`src/rtl/prefix_encoder.sv`:
```
// Serialises one instruction descriptor into an x86 byte stream:
// prefixes, 0F escape, opcode, then up to TAIL_MAX tail bytes.
module prefix_encoder #(
  parameter int TAIL_MAX = 6
) (
  input  logic                  clk,
  input  logic                  rst,
  input  logic                  cs_d_b,
  input  logic                  flush,
  input  logic                  req_valid,
  output logic                  req_ready,
  input  logic [1:0]            req_rep,
  input  logic                  req_lock,
  input  logic [2:0]            req_seg,
  input  logic                  req_op32,
  input  logic                  req_addr32,
  input  logic                  req_2byte,
  input  logic [7:0]            req_opcode,
  input  logic [8*TAIL_MAX-1:0] req_tail,
  input  logic [2:0]            req_tail_len,
  output logic                  out_valid,
  input  logic                  out_ready,
  output logic [7:0]            out_byte,
  output logic                  out_last,
  output logic [3:0]            prefix_count
);

  typedef enum logic [1:0] {
    IDLE,
    PREFIX,
    OPCODE,
    TAIL
  } state_t;

  localparam logic [2:0] TMAX = 3'(TAIL_MAX);

  state_t                  state_q, state_d;
  logic [5:0]              mask_q, mask_d;
  logic [7:0]              rep_q, rep_d;
  logic [7:0]              seg_q, seg_d;
  logic [7:0]              opc_q, opc_d;
  logic [8*TAIL_MAX-1:0]   tail_q, tail_d;
  logic [2:0]              len_q, len_d;
  logic                    valid_q, valid_d;
  logic [7:0]              byte_q, byte_d;
  logic                    last_q, last_d;
  logic [3:0]              pcnt_q, pcnt_d;

  logic [5:0] acc_mask;
  logic [7:0] acc_rep;
  logic [7:0] acc_seg;
  logic [2:0] acc_len;
  logic [5:0] mask_nx;
  logic       xfer;

  // Mask bit order is the emission order: F0, rep, seg, 66, 67, 0F.
  function automatic logic [7:0] pfx_byte(
    input logic [5:0] m,
    input logic [7:0] rep_b,
    input logic [7:0] seg_b
  );
    logic [7:0] b;
    b = 8'h0F;
    if (m[0])      b = 8'hF0;
    else if (m[1]) b = rep_b;
    else if (m[2]) b = seg_b;
    else if (m[3]) b = 8'h66;
    else if (m[4]) b = 8'h67;
    return b;
  endfunction

  always_comb begin
    acc_seg = 8'h00;
    case (req_seg)
      3'd0:    acc_seg = 8'h26;
      3'd1:    acc_seg = 8'h2E;
      3'd2:    acc_seg = 8'h36;
      3'd3:    acc_seg = 8'h3E;
      3'd4:    acc_seg = 8'h64;
      3'd5:    acc_seg = 8'h65;
      default: acc_seg = 8'h00;
    endcase
    acc_rep  = (req_rep == 2'd1) ? 8'hF2 : 8'hF3;
    acc_len  = (req_tail_len > TMAX) ? TMAX : req_tail_len;
    acc_mask = {req_2byte,
                req_addr32 ^ cs_d_b,
                req_op32 ^ cs_d_b,
                req_seg < 3'd6,
                req_rep == 2'd1 || req_rep == 2'd2,
                req_lock};
  end

  assign mask_nx = mask_q & (mask_q - 6'd1);
  assign xfer    = valid_q && out_ready;

  always_comb begin
    state_d = state_q;
    mask_d  = mask_q;
    rep_d   = rep_q;
    seg_d   = seg_q;
    opc_d   = opc_q;
    tail_d  = tail_q;
    len_d   = len_q;
    valid_d = valid_q;
    byte_d  = byte_q;
    last_d  = last_q;
    pcnt_d  = pcnt_q;
    if (flush) begin
      state_d = IDLE;
      valid_d = 1'b0;
      last_d  = 1'b0;
    end else begin
      case (state_q)
        IDLE: if (req_valid) begin
          mask_d  = acc_mask;
          rep_d   = acc_rep;
          seg_d   = acc_seg;
          opc_d   = req_opcode;
          tail_d  = req_tail;
          len_d   = acc_len;
          pcnt_d  = 4'd0;
          valid_d = 1'b1;
          if (acc_mask != 6'd0) begin
            state_d = PREFIX;
            byte_d  = pfx_byte(acc_mask, acc_rep, acc_seg);
            last_d  = 1'b0;
          end else begin
            state_d = OPCODE;
            byte_d  = req_opcode;
            last_d  = (acc_len == 3'd0);
          end
        end
        PREFIX: if (xfer) begin
          mask_d = mask_nx;
          pcnt_d = pcnt_q + 4'd1;
          if (mask_nx != 6'd0) begin
            byte_d = pfx_byte(mask_nx, rep_q, seg_q);
          end else begin
            state_d = OPCODE;
            byte_d  = opc_q;
            last_d  = (len_q == 3'd0);
          end
        end
        OPCODE: if (xfer) begin
          if (len_q != 3'd0) begin
            state_d = TAIL;
            byte_d  = tail_q[7:0];
            tail_d  = tail_q >> 8;
            len_d   = len_q - 3'd1;
            last_d  = (len_q == 3'd1);
          end else begin
            state_d = IDLE;
            valid_d = 1'b0;
            last_d  = 1'b0;
          end
        end
        TAIL: if (xfer) begin
          // len_q counts tail bytes not yet loaded into out_byte.
          if (len_q != 3'd0) begin
            byte_d = tail_q[7:0];
            tail_d = tail_q >> 8;
            len_d  = len_q - 3'd1;
            last_d = (len_q == 3'd1);
          end else begin
            state_d = IDLE;
            valid_d = 1'b0;
            last_d  = 1'b0;
          end
        end
        default: state_d = IDLE;
      endcase
    end
  end

  always_ff @(posedge clk or posedge rst) begin
    if (rst) begin
      state_q <= IDLE;
      mask_q  <= '0;
      rep_q   <= '0;
      seg_q   <= '0;
      opc_q   <= '0;
      tail_q  <= '0;
      len_q   <= '0;
      valid_q <= 1'b0;
      byte_q  <= '0;
      last_q  <= 1'b0;
      pcnt_q  <= '0;
    end else begin
      state_q <= state_d;
      mask_q  <= mask_d;
      rep_q   <= rep_d;
      seg_q   <= seg_d;
      opc_q   <= opc_d;
      tail_q  <= tail_d;
      len_q   <= len_d;
      valid_q <= valid_d;
      byte_q  <= byte_d;
      last_q  <= last_d;
      pcnt_q  <= pcnt_d;
    end
  end

  assign req_ready    = (state_q == IDLE);
  assign out_valid    = valid_q;
  assign out_byte     = byte_q;
  assign out_last     = last_q;
  assign prefix_count = pcnt_q;

endmodule

```
`config.mk`:
```
export PLATFORM = sky130hd
export DESIGN_NAME = prefix_encoder
export DESIGN_NICKNAME = d
export VERILOG_FILES = /design/src/rtl/prefix_encoder.sv
export SDC_FILE = /design/constraint.sdc
export NUM_CORES = 1
export LEC_CHECK = 0
export BUFFER_PORTS_ARGS = -buffer_cell sky130_fd_sc_hd__buf_4
export CORE_MARGIN = 4
export CORE_UTILIZATION = 43
export CTS_CLUSTER_DIAMETER = 120
export CTS_CLUSTER_SIZE = 10
export DETAILED_ROUTE_END_ITERATION = 10
export PLACE_DENSITY = 0.64
export SYNTH_ARGS = -nofsm -noshare
export SYNTH_HDL_FRONTEND = slang
export SYNTH_SLANG_ARGS = --single-unit
export TNS_END_PERCENT = 1
```
`constraint.sdc`:
```
create_clock -name clk -period 4.65 [get_ports clk]
set_input_delay 0.465 -clock clk [delete_from_list [all_inputs] [get_ports clk]]
set_output_delay 0.465 -clock clk [all_outputs]
set_load 0.005 [all_outputs]
```
==> out/summary.txt, run 1 <==
======================================================================================================
Area of the multi-input gates                                                             0.00223 mm^2
Final-layout fill cell count                                                                      1005
Total negative setup slack                                                                        0 ns
H-Tree Level Count                                                                                   3
Leak Pwr                                                                                       2.54 nW
Layout cell share with drive strength beyond 1                                                   21.1%
Class of the worst hold path                                                              input port to async pin
IO Port Bufs                                                                                        88
Post-route DRC                                                                                       0
DPL Wire Length                                                                                8770 um
Vias after detailed routing                                                                       3975
Global Route met1 Usage                                                                          27.2%
Endpoint kind of the worst setup timing path                                                  register
Placeable Area                                                                             0.0104 mm^2
Vias in the first global route                                                                    3956
Global-route wire length before repair                                                        20100 um
TritonCTS Sinks                                                                                     89
Number of cell instances on the worst register-to-register path                                      6
Number of primary I/O pins                                                                          89
Largest net degree at the start of global routing                                                   57
Pwr dens                                                                                   536 mW/mm^2
Post-route fraction of the period consumed by the critical path                                  60.6%
Synth Cell Area                                                                           0.00466 mm^2
Run status                                                                                finished, final reports clean
Met3 track demand over resource in global routing                                                5.77%
Setup-violating endpoint count in the final report                                                   0
Cell accounting for the most synthesized area                                             sky130_fd_sc_hd__dfrtp_1
Primary FF master, synth                                                                  sky130_fd_sc_hd__dfrtp_1
Clock transition at the register clock pins on the worst setup and hold paths after CTS        0.09 ns
Post-Syn Area per Cell                                                                       9.19 um^2
Buffer type at the clock tree root                                                        sky130_fd_sc_hd__clkbuf_8
Cell variety after synth                                                                            57
Placer Congestion                                                                                0.896
Router iterations before antenna repair                                                              5
Clock tree from TritonCTS                                                                          yes
Die outline area                                                                           0.0126 mm^2
Max-Cap Viols                                                                                        0
Via density                                                                                       5.52
Combined flip-flop and latch cell area                                                    0.00223 mm^2
Synth-to-Final Area Change                                                                       19.8%
Synth top area cells                                                                      sky130_fd_sc_hd__dfrtp_1 48%, sky130_fd_sc_hd__mux2i_1 9.5%, sky130_fd_sc_hd__nand2_1 8.5%, sky130_fd_sc_hd__o21ai_0 7.3%, sky130_fd_sc_hd__a21oi_1 2.0%
Max rail drop VDD                                                                           0.000224 V
Global-route met2 utilization                                                                    30.2%
All-layer global routing usage                                                                   19.7%
Number of nets in the layout                                                                       659
Number of enable flip-flop cells after synthesis                                                     0
Share of the yosys chip area belonging to registers                                              47.8%
Iteration-0 DRC count of the detailed router                                                       206
Yosys warns                                                                                          0
Final hold violation count                                                                           0
Number of buffers inserted by hold repair at cts                                                     0
Clock latency reported for the late side of the worst-skew pair                                0.36 ns
Launching element type of the critical path                                                   register
Data required time of the critical path                                                        4.86 ns
Max-slew violations                                                                                  0
Wire length after detailed routing                                                            12100 um
Starting utilization of the core area                                                            44.7%
RSZ-0062 raised after global routing                                                             false
Data arrival time of the worst path                                                            3.02 ns
Post-synthesis cell count                                                                          507
Most frequent standard cell in the layout excluding fill and tap cells                    sky130_fd_sc_hd__nand2_1
Vertical die dimension                                                                          112 um
Clock skew                                                                                  0.00931 ns
Chip width                                                                                      112 um
FP Rows                                                                                             37
Maximum operating frequency                                                                  0.355 GHz
Shortest period the worst path allows                                                          2.82 ns
Post-CTS sizing                                                                                      0
Post-synth net total                                                                               586
Worst flop-to-flop path endpoint                                                             tail_q[0]
Worst hold slack                                                                              0.300 ns
Crit Path Max Fanout                                                                                51
Grt peak-use layer                                                                                met2
TritonCTS buffer count                                                                               9
Type of the worst setup path                                                              register to register
Number of nets with antenna violations after detailed routing                                        0
Total of flip-flops plus latches after synthesis                                                    89
Transition at the pin with the smallest max-transition slack                                   1.17 ns
Reg-to-reg critical path startpoint                                                         state_q[1]
Antenna diodes                                                                                       0
Top library cells by usage in the layout, fill and taps aside                             106 x sky130_fd_sc_hd__nand2_1, 92 x sky130_fd_sc_hd__buf_4, 88 x sky130_fd_sc_hd__dfrtp_1
Number of antenna violations at the first check in global routing                                    0
Detail-routed net length per standard cell                                                     16.8 um
Register-to-register setup slack                                                               1.83 ns
Worst relative slew slack                                                                        20.8%
Area share of the leading cell type in the synthesized netlist                                   47.8%
FFs w/ async S/R, synth                                                                           100%
Global-route congestion overflow total                                                               0
Maximum clock insertion buffer count                                                                 2
Post CTS Setup Buffer Count                                                                          0
======================================================================================================
cells in the mapped netlist, drive strengths merged (4+ instances only):
master and number:
nand2 106, dfrtp 89, o21ai 68, mux2i 44
nor2 20, a21oi 19, clkbuf 18, inv 16
buf 12, a22o 9, a31oi 9, nor3 8
nand2b 7, nand3 7, nor2b 7, ha 5
o22ai 5, or3 5, and3 4
how the worst max path moves through the flow:
stage          startpoint         to
2_1_floorplan         rst   len_q[0]
3_3_place_gp   state_q[1]  tail_q[0]
3_5_place_dp   state_q[1]  tail_q[0]
4_1_cts        state_q[1]  tail_q[0]
5_1_grt        state_q[1]  tail_q[0]
6_report       state_q[1]  tail_q[0]
power breakdown:
| group | internal (W) | switching (W) |
|---|---|---|
| clock | 0.000264 | 0.000283 |
| combinational | 0.000491 | 0.000566 |
| sequential | 0.00110 | 0.000289 |
| total | 0.00185 | 0.00114 |
area by class of cell:
class	count	share of cell area (%)
multi-input combinational	372	39.9
inverter	16	1.10
clock inverter	5	1.14
timing repair buffer	92	12.4
tap	136	3.05
clock buffer	10	2.47
sequential	89	39.9
logic make-up (layout without fill, tap and decap cells):
| kind of cell | count (synthesis) | in the layout | synth area share [%] |
|---|---|---|---|
| adder cells (fa/ha/maj) | 6 | 6 | 1.56 |
| buffers and inverters | 46 | 123 | 4.38 |
| flip-flops | 89 | 89 | 47.8 |
| AO/OA/AOI/OAI | 136 | 136 | 18.1 |
| multiplexers | 46 | 46 | 9.94 |
| XOR/XNOR | 4 | 4 | 0.752 |
| AND/OR/NAND/NOR | 180 | 180 | 17.5 |
worst max-delay path, cell delays in order, from the launching register on:
cell and delay (ns):
sky130_fd_sc_hd__dfrtp_2 0.82, sky130_fd_sc_hd__inv_1 0.34, sky130_fd_sc_hd__or3_1 0.45, sky130_fd_sc_hd__a21o_2 0.46, sky130_fd_sc_hd__buf_4 0.37, sky130_fd_sc_hd__nand2_1 0.11, sky130_fd_sc_hd__o21ai_0 0.09
routing by layer:
layer  up-vias  share of wire (%)
met3        16                8.2
met5         -                  0
met2       158                 46
met4         0                1.3
li1       1927                  -
met1      1874                 44
flip-flops by register name (all words and copies together) (netlist names), 3 cells and up:
register / flops
mask_q: 6
opc_q: 8
out_byte: 8
prefix_count: 4
seg_q: 6
tail_q: 48
len_q: 3
metrics by stage:
| step | cells | setup WS [ns] | utilization (%) | instance area (um^2) | total power (W) |
|---|---|---|---|---|---|
| 6_report | 720 | 1.83 | 53.6 | 5580 | 0.00299 |
| 5_1_grt | 720 | 1.61 | 53.6 | 5580 | 0.00323 |
| 4_1_cts | 720 | 1.84 | 53.6 | 5580 | 0.00301 |
| 3_5_place_dp | 705 | 1.85 | 51.6 | 5380 | 0.00245 |
| 3_3_place_gp | 705 | 1.94 | 51.6 | 5380 | 0.00242 |
| 2_1_floorplan | 507 | 1.88 | - | 4660 | 0.00209 |
Power figures use the tool's default switching activity.
==> inputs of run 2 (changes only) <==
- PLACE_DENSITY: 0.64 -> 0.66
- clock period: 4.65 -> 2.3 ns (I/O delays scaled with it)
==> run 2 against run 1 <==
Compared with the run above:
- utilization grew 1.8 points
- global-route usage is 0.91 points higher
- critical path depth rose by 1
- critical endpoint is now out_byte[0]
- clock power grew 100%
- count of clock-buffer cells in the layout is 1 higher
- combinational power is 120% higher
- maximum frequency up 33%
==> out/summary.txt, run 2 (same netlist as run 1, synthesis figures left out) <==
======================================================================================================
Largest net degree at the start of global routing                                                   96   +68%
Worst hold slack                                                                             0.0790 ns   -0.221 ns
Vertical die dimension                                                                          112 um   unchanged
Class of the worst hold path                                                              input port to register
Clock skew                                                                                   0.0157 ns   +0.00638 ns
Final hold violation count                                                                           0   unchanged
Global-route congestion overflow total                                                               0   unchanged
Most used cell, CP                                                                        sky130_fd_sc_hd__buf_4
Layout cell share with drive strength beyond 1                                                   23.5%   +2.4 points
Final standard cell area without fillers                                                  0.00576 mm^2   +3.3%
Top library cells by usage in the layout, fill and taps aside                             109 x sky130_fd_sc_hd__buf_4, 106 x sky130_fd_sc_hd__nand2_1, 88 x sky130_fd_sc_hd__dfrtp_1
RSZ-0062 raised after global routing                                                             false
Router iterations before antenna repair                                                              5   unchanged
Combined flip-flop and latch cell area                                                    0.00223 mm^2   unchanged
Number of flip-flops in the largest register                                                        48   unchanged
Vias after detailed routing                                                                       4034   +1.5%
Global Route met1 Usage                                                                          28.5%   +1.3 points
TritonCTS buffer count                                                                               9   unchanged
Wire length after detailed routing                                                            12800 um   +6.0%
Global-route met2 utilization                                                                    32.1%   +1.9 points
Max-slew violations                                                                                  0   unchanged
Launching element type of the critical path                                                   register
Vias in the first global route                                                                    4116   +4.0%
Run status                                                                                finished, final reports clean
Setup-violating endpoint count in the final report                                                   0   unchanged
Post-route DRC                                                                                       0   unchanged
Leak Pwr                                                                                       2.65 nW   +4.4%
Worst Setup Slack, final                                                                      0.174 ns   -1.66 ns
Chip width                                                                                      112 um   unchanged
Post-detailed-placement cell area                                                         0.00555 mm^2   +3.2%
Final-layout fill cell count                                                                       954   -5.1%
Data arrival time of the worst path                                                            2.40 ns   -0.62 ns
Post-route fraction of the period consumed by the critical path                                  92.4%   +32 points
Detail-routed net length per standard cell                                                     17.3 um   +3.2%
Endpoint kind of the worst setup timing path                                                  register
CP max stage delay                                                                             0.54 ns   -0.28 ns
Placeable Area                                                                             0.0104 mm^2   unchanged
Antenna diodes                                                                                       0   unchanged
Number of primary I/O pins                                                                          89   unchanged
Crit Path Max Fanout                                                                                 7   -86%
Buffer type at the clock tree root                                                        sky130_fd_sc_hd__clkbuf_8
Global-route wire length before repair                                                        20900 um   +4.4%
Number of nets in the layout                                                                       679   +3.0%
H-Tree Level Count                                                                                   3   unchanged
Worst slack, placed                                                                           0.225 ns   -1.62 ns
Iteration-0 DRC count of the detailed router                                                       231   +12%
Critical-path cell list                                                                   buf_4, nor4b_1, buf_4, nand2_1, nor3_1, nor4_1, o22ai_1
Most frequent standard cell in the layout excluding fill and tap cells                    sky130_fd_sc_hd__buf_4
Max rail drop VDD                                                                           0.000455 V   +100%
Number of antenna violations at the first check in global routing                                    0   unchanged
Crit path buffers/inverters                                                                          2   unchanged
Number of nets with antenna violations after detailed routing                                        0   unchanged
Via density                                                                                       5.45   -1.3%
Starting utilization of the core area                                                            44.7%   unchanged
Placer Congestion                                                                                0.939   +4.8%
Pwr dens                                                                                  1080 mW/mm^2   +100%
Synth-to-Final Area Change                                                                       23.7%
Transition at the pin with the smallest max-transition slack                                  0.710 ns   -0.462 ns
Type of the worst setup path                                                              register to register
Maximum operating frequency                                                                  0.470 GHz   +33%
Register-to-register setup slack                                                               0.17 ns   -1.66 ns
Grt peak-use layer                                                                                met2
All-layer global routing usage                                                                   20.6%   +0.91 points
Clock tree from TritonCTS                                                                          yes
Data required time of the critical path                                                        2.57 ns   -2.29 ns
Post CTS Setup Buffer Count                                                                          0   unchanged
Clock latency reported for the late side of the worst-skew pair                                0.36 ns   about the same
Worst-path cell with the longest stage delay                                              sky130_fd_sc_hd__nor4b_1
Clock transition at the register clock pins on the worst setup and hold paths after CTS        0.10 ns   about the same
Max-Cap Viols                                                                                        0   unchanged
FP Rows                                                                                             37   unchanged
Shortest period the worst path allows                                                          2.13 ns   -0.693 ns
Met3 track demand over resource in global routing                                                5.18%   -0.59 points
IO Port Bufs                                                                                        88   unchanged
Worst relative slew slack                                                                        52.7%   +32 points
Final cell utilization of the core                                                               55.3%   +1.8 points
TritonCTS Sinks                                                                                     89   unchanged
Die outline area                                                                           0.0126 mm^2   unchanged
CP delay by family, top                                                                   simple AND/OR/NAND/NOR gates
Most flop-heavy register                                                                        tail_q
Total negative setup slack                                                                        0 ns   unchanged
DPL Wire Length                                                                                9390 um   +7.0%
Maximum clock insertion buffer count                                                                 2   unchanged
Area of the multi-input gates                                                             0.00223 mm^2   +0.11%
======================================================================================================
==> run 2: cell count changes in the layout (fill, tap and decap cells not counted), sizes merged <==
cell / before / now
buf: 92 / 111
dlygate4sd3: 0 / 1
clkinv: 3 / 2
clkbuf: 10 / 11
==> run 2: final cells by class <==
class | count | share of cell area [%]
inverters | 16 | 1.11
flip-flops and latches | 89 | 38.7
well taps | 136 | 2.95
repair buffers | 112 | 15.2
clock buffers | 11 | 2.45
clock inverters | 4 | 0.912
multi-input cells | 372 | 38.7
==> run 2: final timing paths <==
| check | start | endpoint | depth (start not counted) |
|---|---|---|---|
| max | state_q[0] | out_byte[0] | 7 |
| min | req_opcode[1] | opc_q[1] | 3 |
| max reg2reg | state_q[0] | out_byte[0] | 7 |
| min reg2reg | seg_q[0] | seg_q[0] | 2 |
| max in group asynchronous | rst | state_q[1] | 4 |
| min in group asynchronous | rst | out_byte[3] | 4 |
==> run 2: worst register-to-register path: stages (launching register included) <==
cell                      delay [ns]
sky130_fd_sc_hd__dfrtp_1        0.48
sky130_fd_sc_hd__buf_4          0.21
sky130_fd_sc_hd__nor4b_1        0.54
sky130_fd_sc_hd__buf_4          0.22
sky130_fd_sc_hd__nand2_1        0.05
sky130_fd_sc_hd__nor3_1         0.27
sky130_fd_sc_hd__nor4_1         0.10
sky130_fd_sc_hd__o22ai_1        0.18
==> run 2: power by group <==
group          internal, W  switching (W)
logic              0.00110        0.00128
registers          0.00222       0.000517
clock network     0.000532       0.000569
==> run 2: what timing repair did <==
item | 4_1_cts | 5_1_grt
hold buffers | 1 | 0
resized for setup | 0 | 2
setup endpoints to repair | 0 | 1
endpoints found under the hold margin | 47 | 0
==> run 2: metrics by stage <==
stage	std cells	total power, W
floorplan	507	0.00423
global placement	724	0.00504
detailed placement	724	0.00512
CTS	740	0.00623
global route	740	0.00671
finish	740	0.00622
==> run 2: per-layer routing <==
layer	wire length [um]	share of wire [%]	vias up
li1	-	-	1959
met1	5650	44	1886
met2	5920	46	166
met3	1010	7.8	23
met4	250	1.9	0
met5	0	0	-
